$ cat src/rtl/morse_pkg.sv
// Shared Morse definitions for the transmit and decode paths.
// Contents: FSM state encoding, timing constants in Morse units,
// empty/space character codes and the character LUT result struct.
package morse_pkg;

    typedef enum logic [2:0] {
        IDLE,
        FETCH,
        MARK,
        SGAP,
        CGAP,
        WGAP,
        DONE
    } state_t;

    localparam logic [7:0] CHAR_EMPTY = 8'hFF;
    localparam logic [7:0] CHAR_SPACE = 8'h20;

    localparam int unsigned DOT_UNITS  = 1;
    localparam int unsigned DASH_UNITS = 3;
    localparam int unsigned SGAP_UNITS = 1;
    localparam int unsigned CGAP_UNITS = 3;
    localparam int unsigned WGAP_UNITS = 4;

    // pattern is left-aligned: the first symbol sits in bit 4, 1 = dash.
    typedef struct packed {
        logic       valid;
        logic       is_space;
        logic [2:0] len;
        logic [4:0] pattern;
    } lut_res_t;

    function automatic lut_res_t mk_sym(input logic [2:0] len, input logic [4:0] pat);
        lut_res_t r;
        r.valid    = 1'b1;
        r.is_space = 1'b0;
        r.len      = len;
        r.pattern  = pat;
        return r;
    endfunction

endpackage

$ cat src/rtl/morse_lut.sv
// ASCII to Morse symbol lookup (combinational).
// Ports:
//   ch  in  8   ASCII character (8'hFF = empty slot)
//   res out     lut_res_t: valid, is_space, len (1-5), left-aligned pattern
// Lowercase letters are folded onto uppercase. Anything outside A-Z, a-z,
// 0-9 and space returns valid = 0.
module morse_lut
    import morse_pkg::*;
(
    input  logic [7:0] ch,
    output lut_res_t   res
);

    logic [7:0] up;

    always_comb begin
        up = ch;
        if (ch >= 8'h61 && ch <= 8'h7A) begin
            up = ch - 8'h20;
        end
    end

    always_comb begin
        res = '0;
        case (up)
            CHAR_EMPTY: res = '0;
            CHAR_SPACE: begin
                res.valid    = 1'b1;
                res.is_space = 1'b1;
            end
            8'h41: res = mk_sym(3'd2, 5'b01000); // A .-
            8'h42: res = mk_sym(3'd4, 5'b10000); // B -...
            8'h43: res = mk_sym(3'd4, 5'b10100); // C -.-.
            8'h44: res = mk_sym(3'd3, 5'b10000); // D -..
            8'h45: res = mk_sym(3'd1, 5'b00000); // E .
            8'h46: res = mk_sym(3'd4, 5'b00100); // F ..-.
            8'h47: res = mk_sym(3'd3, 5'b11000); // G --.
            8'h48: res = mk_sym(3'd4, 5'b00000); // H ....
            8'h49: res = mk_sym(3'd2, 5'b00000); // I ..
            8'h4A: res = mk_sym(3'd4, 5'b01110); // J .---
            8'h4B: res = mk_sym(3'd3, 5'b10100); // K -.-
            8'h4C: res = mk_sym(3'd4, 5'b01000); // L .-..
            8'h4D: res = mk_sym(3'd2, 5'b11000); // M --
            8'h4E: res = mk_sym(3'd2, 5'b10000); // N -.
            8'h4F: res = mk_sym(3'd3, 5'b11100); // O ---
            8'h50: res = mk_sym(3'd4, 5'b01100); // P .--.
            8'h51: res = mk_sym(3'd4, 5'b11010); // Q --.-
            8'h52: res = mk_sym(3'd3, 5'b01000); // R .-.
            8'h53: res = mk_sym(3'd3, 5'b00000); // S ...
            8'h54: res = mk_sym(3'd1, 5'b10000); // T -
            8'h55: res = mk_sym(3'd3, 5'b00100); // U ..-
            8'h56: res = mk_sym(3'd4, 5'b00010); // V ...-
            8'h57: res = mk_sym(3'd3, 5'b01100); // W .--
            8'h58: res = mk_sym(3'd4, 5'b10010); // X -..-
            8'h59: res = mk_sym(3'd4, 5'b10110); // Y -.--
            8'h5A: res = mk_sym(3'd4, 5'b11000); // Z --..
            8'h30: res = mk_sym(3'd5, 5'b11111); // 0
            8'h31: res = mk_sym(3'd5, 5'b01111); // 1
            8'h32: res = mk_sym(3'd5, 5'b00111); // 2
            8'h33: res = mk_sym(3'd5, 5'b00011); // 3
            8'h34: res = mk_sym(3'd5, 5'b00001); // 4
            8'h35: res = mk_sym(3'd5, 5'b00000); // 5
            8'h36: res = mk_sym(3'd5, 5'b10000); // 6
            8'h37: res = mk_sym(3'd5, 5'b11000); // 7
            8'h38: res = mk_sym(3'd5, 5'b11100); // 8
            8'h39: res = mk_sym(3'd5, 5'b11110); // 9
            default: res = '0;
        endcase
    end

endmodule

$ cat src/rtl/morse_tx.sv
// Morse transmitter: snapshots an 8-character buffer on start and keys it
// out oldest-first (byte 7 .. byte 0) as on/off Morse timing.
// Ports:
//   clk      in   clock, rising edge
//   rst      in   asynchronous active-high reset
//   start    in   request transmission, sampled only in IDLE
//   buf_in   in   64-bit buffer, 8 x ASCII, 8'hFF = empty
//   key_out  out  registered key, 1 = tone on
//   busy     out  high in every state except IDLE
//   done     out  one-cycle completion pulse
//   char_idx out  byte index being sent (7 = oldest)
module morse_tx
    import morse_pkg::*;
#(
    parameter int unsigned UNIT_CYCLES = 12_500_000
) (
    input  logic        clk,
    input  logic        rst,
    input  logic        start,
    input  logic [63:0] buf_in,
    output logic        key_out,
    output logic        busy,
    output logic        done,
    output logic [2:0]  char_idx
);

    localparam int unsigned TW = $clog2(7 * UNIT_CYCLES);

    state_t      state;
    logic [63:0] snap;
    logic [2:0]  idx;
    logic [TW-1:0] timer;
    logic [4:0]  pat;
    logic [2:0]  left;
    logic [7:0]  cur_byte;
    lut_res_t    lut;

    assign char_idx = idx;

    always_comb begin
        cur_byte = snap[idx*8 +: 8];
    end

    morse_lut u_lut (
        .ch  (cur_byte),
        .res (lut)
    );

    function automatic logic [TW-1:0] units(input int unsigned n);
        return TW'(n * UNIT_CYCLES - 1);
    endfunction

    // A gap followed by another FETCH ends one cycle early so the FETCH
    // cycle is absorbed into the gap and the off time stays n units.
    function automatic logic [TW-1:0] gap_units(input int unsigned n, input logic [2:0] i);
        return units(n) - TW'(i != 3'd0);
    endfunction

    always_ff @(posedge clk or posedge rst) begin
        if (rst) begin
            state   <= IDLE;
            snap    <= '1;
            idx     <= 3'd7;
            timer   <= '0;
            pat     <= '0;
            left    <= '0;
            key_out <= 1'b0;
            busy    <= 1'b0;
            done    <= 1'b0;
        end else begin
            done <= 1'b0;
            case (state)
                IDLE: begin
                    if (start) begin
                        snap  <= buf_in;
                        idx   <= 3'd7;
                        busy  <= 1'b1;
                        state <= FETCH;
                    end
                end
                FETCH: begin
                    if (lut.valid && lut.is_space) begin
                        timer <= gap_units(WGAP_UNITS, idx);
                        state <= WGAP;
                    end else if (lut.valid) begin
                        pat     <= lut.pattern << 1;
                        left    <= lut.len - 3'd1;
                        key_out <= 1'b1;
                        timer   <= units(lut.pattern[4] ? DASH_UNITS : DOT_UNITS);
                        state   <= MARK;
                    end else if (idx == 3'd0) begin
                        done  <= 1'b1;
                        state <= DONE;
                    end else begin
                        idx <= idx - 3'd1;
                    end
                end
                MARK: begin
                    if (timer == '0) begin
                        key_out <= 1'b0;
                        if (left != 3'd0) begin
                            timer <= units(SGAP_UNITS);
                            state <= SGAP;
                        end else begin
                            timer <= gap_units(CGAP_UNITS, idx);
                            state <= CGAP;
                        end
                    end else begin
                        timer <= timer - TW'(1);
                    end
                end
                SGAP: begin
                    if (timer == '0) begin
                        key_out <= 1'b1;
                        timer   <= units(pat[4] ? DASH_UNITS : DOT_UNITS);
                        pat     <= pat << 1;
                        left    <= left - 3'd1;
                        state   <= MARK;
                    end else begin
                        timer <= timer - TW'(1);
                    end
                end
                CGAP, WGAP: begin
                    if (timer == '0) begin
                        if (idx == 3'd0) begin
                            done  <= 1'b1;
                            state <= DONE;
                        end else begin
                            idx   <= idx - 3'd1;
                            state <= FETCH;
                        end
                    end else begin
                        timer <= timer - TW'(1);
                    end
                end
                DONE: begin
                    busy  <= 1'b0;
                    idx   <= 3'd7;
                    state <= IDLE;
                end
                default: begin
                    key_out <= 1'b0;
                    busy    <= 1'b0;
                    idx     <= 3'd7;
                    state   <= IDLE;
                end
            endcase
        end
    end

endmodule

$ cat config.mk
export PLATFORM = sky130hd
export DESIGN_NAME = morse_tx
export DESIGN_NICKNAME = d
export VERILOG_FILES = /design/src/rtl/morse_pkg.sv /design/src/rtl/morse_lut.sv /design/src/rtl/morse_tx.sv
export SDC_FILE = /design/constraint.sdc
export NUM_CORES = 1
export LEC_CHECK = 0
export ABC_CLOCK_PERIOD_IN_PS = 5800
export CORE_MARGIN = 4
export CORE_UTILIZATION = 35
export CTS_CLUSTER_DIAMETER = 120
export DETAILED_ROUTE_END_ITERATION = 8
export SETUP_SLACK_MARGIN = 0.15
export SYNTH_ARGS = -nofsm -noshare
export SYNTH_HDL_FRONTEND = slang
export SYNTH_SLANG_ARGS = --single-unit
$ cat constraint.sdc
create_clock -name clk -period 5.8 [get_ports clk]
set_input_delay 0.58 -clock clk [delete_from_list [all_inputs] [get_ports clk]]
set_output_delay 0.58 -clock clk [all_outputs]
set_load 0.02 [all_outputs]
# [After elaboration in Yosys (flattened, before gate mapping)]
# Index checks and enable logic that the tools add are counted.
[op_classes] add_sub_neg=9 multipliers=2 magnitude_cmp=2 n_eq_ne=53 n_shift=1 n_mux=48 bitwise_logic=3 n_reduce_logical=21
[ops] op="8-bit one-hot mux with 36 select lines" n=1
[ops] op="8-bit by 7-bit == test with 1-bit output, second input constant" n=26
[ops] op="27-bit 2-to-1 mux" n=6
[ops] op="27-bit one-hot mux with 4 select lines" n=1
[ops] op="8-bit by 6-bit == test with 1-bit output, second input constant" n=11
[ops] op="64-bit by 7-bit indexed part select with 8-bit output" n=1
[ops] op="26-bit by 1-bit subtractor with 27-bit output, first input constant" n=2
[ops] op="26-bit by 1-bit subtractor with 27-bit output, second input constant" n=2
[ops] op="3-bit 2-to-1 mux" n=17
[ops] op="2-bit by 19-bit multiplier with 21-bit output, second input constant" n=2
[ops] op="36-bit OR reduction" n=1
[ops] op="27-bit zero test" n=1
[ops] op="27-bit by 1-bit subtractor with 27-bit output, second input constant" n=1
[ops] op="2-bit != test, second input constant" n=8
[ops] op="5-bit 2-to-1 mux" n=3
[ops] op="3-bit one-hot mux with 5 select lines" n=1
[ops] op="5-bit AND reduction" n=3
[ops] op="3-bit one-hot mux with 4 select lines" n=1
[ops] op="5-bit one-hot mux with 2 select lines" n=1
[ops] op="3-bit == test, second input constant" n=3
[ops] op="1-bit 2-to-1 mux" n=9
[ops] op="3-bit by 1-bit subtractor with 3-bit output, second input constant" n=3
[ops] op="8-bit by 7-bit greater-or-equal comparator with 1-bit output, second input constant" n=1
[ops] op="8-bit by 7-bit <= comparator with 1-bit output, second input constant" n=1
[ops] op="23 further kinds" n=33
[totals] reg_bits=108 in_bits=67 out_inout_bits=6 elab_cells=148

# [Longest topological paths before layout]
[depth] word_depth=12 depth_mapped=16

# [Hierarchy]
# From an unflattened synthesis, not the netlist that was laid out.
[hier_totals] cells_unflattened=645 area_unflattened_um2=6496.2
[modules_own_cells] mod="morse_tx" instances=1 cells_each=537 area_each_um2=5831.8 seq_area_each_um2=2761.4
[modules_own_cells] mod="morse_lut" instances=1 cells_each=108 area_each_um2=664.4 seq_area_each_um2=0.0

# [Least setup slack after synthesis]
# No wires, ideal clock.
[synth_timing] path_type="reg2reg" startpoint="reg idx[1] (netlist: char_idx[1])" endpoint="reg left[2]" arrival_time_ps=3564 required_time_ps=5667 path_slack_ps=2103 path_stages_with_launch=16 path_buffers=3 cell_sequence="dfstp_2 -> buf_2 -> buf_4 -> inv_2 -> buf_2 -> mux4_2 -> ha_1 -> or2_0 -> nor2_1 -> a21boi_2 -> a211oi_1 -> a21oi_1 -> ha_1 -> or3_1 -> a21oi_1 -> a311oi_1"
[synth_via] elab_chain_len=10
[synth_rtl] item="start: declaration" line="morse_tx.sv:31" rtl="logic [2:0] idx;"
[synth_rtl] item="start signal: assignment" line="morse_tx.sv:95" rtl="idx <= idx - 3'd1;"
[synth_rtl] item="start signal: assignment" line="morse_tx.sv:129" rtl="idx <= idx - 3'd1;"
[synth_rtl] item="64-bit by 7-bit indexed part select with 8-bit output (*)" line="morse_tx.sv:41" rtl="cur_byte = snap[idx*8 +: 8];"
[synth_rtl] item="8-bit by 7-bit greater-or-equal comparator with 1-bit output / 8-bit by 7-bit <= comparator with 1-bit output (equally long branches)" line="morse_lut.sv:18" rtl="if (ch >= 8'h61 && ch <= 8'h7A) begin"
[synth_rtl] item="1-bit logical AND" line="morse_lut.sv:18"
[synth_rtl] item="8-bit 2-to-1 mux (*)" line="morse_lut.sv:18"
[synth_rtl] item="8-bit by 6-bit == test with 1-bit output / 8-bit by 7-bit == test with 1-bit output (equally long branches)" line="morse_lut.sv:25" rtl="case (up)"
[synth_rtl] item="8-bit one-hot mux with 36 select lines / 36-bit OR reduction (equally long branches)"
[synth_rtl] item="3-bit by 1-bit subtractor with 3-bit output / 2-bit one-hot mux with 2 select lines (equally long branches)" line="morse_tx.sv:87, morse_lut.sv:25"
[synth_rtl] item="3-bit 2-to-1 mux / 1-bit logical AND (equally long branches)" line="morse_tx.sv:85, morse_tx.sv:82"
[synth_rtl] item="3-bit 2-to-1 mux / 2-bit != test (equally long branches)"
[synth_rtl] item="3-bit one-hot mux with 2 select lines / 4-bit AND reduction (equally long branches)"
[synth_rtl] item="end signal: assignment" line="morse_tx.sv:87" rtl="left <= lut.len - 3'd1;"
[synth_rtl] item="end signal: assignment" line="morse_tx.sv:117" rtl="left <= left - 3'd1;"
[synth_rtl] item="end: declaration" line="morse_tx.sv:34" rtl="logic [2:0] left;"
# Mark *: on every way between the ends. The rest lies on a longest branch, timed or not. The select of a mux whose other input is x is not followed.
# A chain may end at the register's enable or synchronous reset.

# [Final worst setup path]
[layout_timing] startpoint="reg idx[2] (netlist: char_idx[2])" endpoint="reg left[2]"
# The elaborated chain is that of the path after synthesis.

==> impl_metrics.tcl <==
set metrics [dict create \
    status "complete, no violations" \
    synth_warnings 0 \
    cts_resized 0 \
    finalWirelength_microns 17600 \
    n_antenna_cell 0 \
    io_pins 73 \
    hold_violations 0 \
    synth_area_leaders "dfstp_2, dfrtp_1, mux2_2" \
    clock_skew_ps 13.0 \
    first_iter_violations 542 \
    max-slew-margin-rel_pct 15.1 \
    drc_errors 0 \
    synth_fp_nets 736 \
    grt_pass1_wl_microns 29300 \
    synth.cell_area_sq_um 6600 \
    placed_cells 927 \
    synth_common_cells "mux2_2, dfstp_2, nor2_1" \
    via_per_inst 5.87 \
    clockBufferDepth 2 \
    fin_area_sq_um 7790 \
    cp-end-kind "flop" \
    ys_async_sr_fraction_pct 100 \
    drtPass1Iterations 5 \
    cp_data_required_time_ps 6060 \
    synth_area_per_cell_sq_um 10.0 \
    area_growth_pct 17.9 \
    drive_gt1_share_pct 26.6 \
    yosysUniqueCellTypes 73 \
    path_max_fanout 35 \
    synth_edf_count 0 \
    rows 49 \
    cts_inserted_buffers 9 \
    clk_pin_slew_ps 80 \
    yosysMostFrequentCell "mux2_2" \
    synth.largest_area_cell "dfstp_2" \
    power_density_nw_per_um2 639 \
    fin_ws_ps 1350 \
    num-nets-final 785 \
    fin_setup_tns_ps 0 \
    multi_input_area_sq_um 3600 \
    grt_use_total_pct 16.7 \
    slew_viol_final 0 \
    fin_crit_sh_pct 76.8 \
    max_freq_mhz 225 \
    min_path_type "reg -> reg" \
    ctsHoldBuffers 0 \
    fin_cells 943 \
    arrival_ps 4710 \
    grt_setup_unrepaired "no" \
    place_area_sq_um 7470 \
    criticalPathCategory "reg -> reg" \
    num-fill-cells 1765 \
    cts_tree "done" \
    seq_area_frac_synth_pct 41.8 \
    wl_per_cell_microns 18.7 \
    peakVddDrop_mv 0.247 \
    clk_latency_ps 370 \
    fin_hold_ws_ps 486 \
    max_cap_violations 0 \
    core_sq_um 18300 \
    grt_max_degree 69 \
    p_leak_nw 2.94 \
    antenna_found_initial 0 \
    antenna_left 0 \
    ys.flop_type "dfstp_2" \
    initial_core_util_pct 36.1 \
    cts_max_level 3 \
    port_buffers 72 \
    seq_area_sq_um 2760 \
    worst_slew_pin_slew_ps 1270 \
    worstPathCellList "mux4_2 -> mux2i_2 -> nand4_1 -> o22a_1 -> a21boi_2 -> o21ai_0 -> o31ai_1 -> ha_1 -> or3_1 -> a21oi_1 -> a311oi_1" \
    pre_cts_slack_ps 1380 \
    worstSetupStartpointType "flop" \
    crit_slowest_cell "dfstp_2" \
    min_period_ps 4450 \
    gp_congestion 0.887 \
    fp.dieW_microns 145 \
    yosys_register_bits 107 \
    overflow 0 \
    post_cts_buffers 0 \
    syn_inst 660 \
    vias 5539 \
    die_area_sq_um 21100 \
    yosysTopAreaCellShare_pct 26.7 \
    root_buffer "clkbuf_16" \
    dp.final_hpwl_microns 12800 \
    cts_num_sinks 107 \
    critPathMaxStageDelay_ps 1060 \
    setup_violations 0 \
    dieHeight_microns 145 \
    grt_pass1_vias 5604 \
]
[power by group]
group          switching, mW  total (mW)  leakage, nW  internal [mW]
sequential             0.299        1.54         1.17           1.24
clock                  0.338       0.657        0.156          0.319
combinational           1.62        2.78         1.62           1.16
[flip-flops by register name, indices dropped and copies added, names as in the netlist, 3 cells and up]
| signal | cells |
|---|---|
| snap | 64 |
| state | 3 |
| timer | 27 |
| char_idx | 3 |
| pat | 4 |
| left | 3 |
[metal layers]
layer	part of all wire [%]	global-route usage, %
met1	47	24.2
met2	45	25.1
met3	6.4	3.83
met4	1.2	4.65
met5	0	0
[critical path: cells and delay by family (launching register included)]
| family | cells | cell delay, ps |
|---|---|---|
| fa+ha+maj | 1 | 260 |
| compound gates | 6 | 1510 |
| flops | 1 | 1060 |
| mux | 2 | 1110 |
| simple gates | 2 | 380 |
[layout make-up]
| class | count | share of cell area [%] |
|---|---|---|
| Tap cell | 229 | 3.68 |
| Inverter | 15 | 0.755 |
| Sequential cell | 107 | 35.5 |
| Clock buffer | 9 | 2.89 |
| Clock inverter | 7 | 1.14 |
| Multi-Input combinational cell | 498 | 46.2 |
| Timing Repair Buffer | 78 | 9.83 |
[final timing paths]
kind,start,end,slack (ps),cells after the start
setup / recovery,char_idx[2]$_DFFE_PP1P_,left[2]$_DFFE_PP0P_,1350,11
hold / removal,pat[1]$_DFFE_PP0P_,pat[1]$_DFFE_PP0P_,490,1
setup reg to reg,char_idx[2]$_DFFE_PP1P_,left[2]$_DFFE_PP0P_,1350,11
hold reg to reg,pat[1]$_DFFE_PP0P_,pat[1]$_DFFE_PP0P_,490,1
max in group asynchronous,rst,snap[20]$_DFFE_PP1P_,4030,3
min in group asynchronous,rst,timer[8]$_DFFE_PP0P_,640,2
[logic make-up after synthesis]
family / after synthesis / share of synthesized area, %
xor gates and xnor gates: 3 / 0.398
buffers and inverters: 55 / 3.68
adders and majority gates: 10 / 1.86
DFF: 107 / 41.8
and+or+nand+nor: 209 / 15.3
AOI/OAI and AO/OA: 176 / 17.5
muxes: 100 / 19.5
[cell usage in the layout (no fill, tap or decap), drive strengths merged, types with 9 or more instances in the layout]
master	synthesis	final
a21oi	46	46
a31oi	18	18
clkbuf	23	9
clkdlybuf4s50	0	72
dfrtp	40	40
dfstp	67	67
ha	9	9
inv	14	21
mux2	68	68
mux2i	16	16
mux4	16	16
nand2	51	51
nand3	17	17
nor2	67	67
nor3	21	21
o21ai	45	45
o31ai	10	10
[through the flow]
stage,util [%],power [mW]
after floorplan,-,3.59
after global placement,40.9,4.23
after detailed placement,40.9,4.29
after CTS,42.6,4.97
after global routing,42.6,5.36
final,42.6,4.98
(Power assumes the default switching activity.)
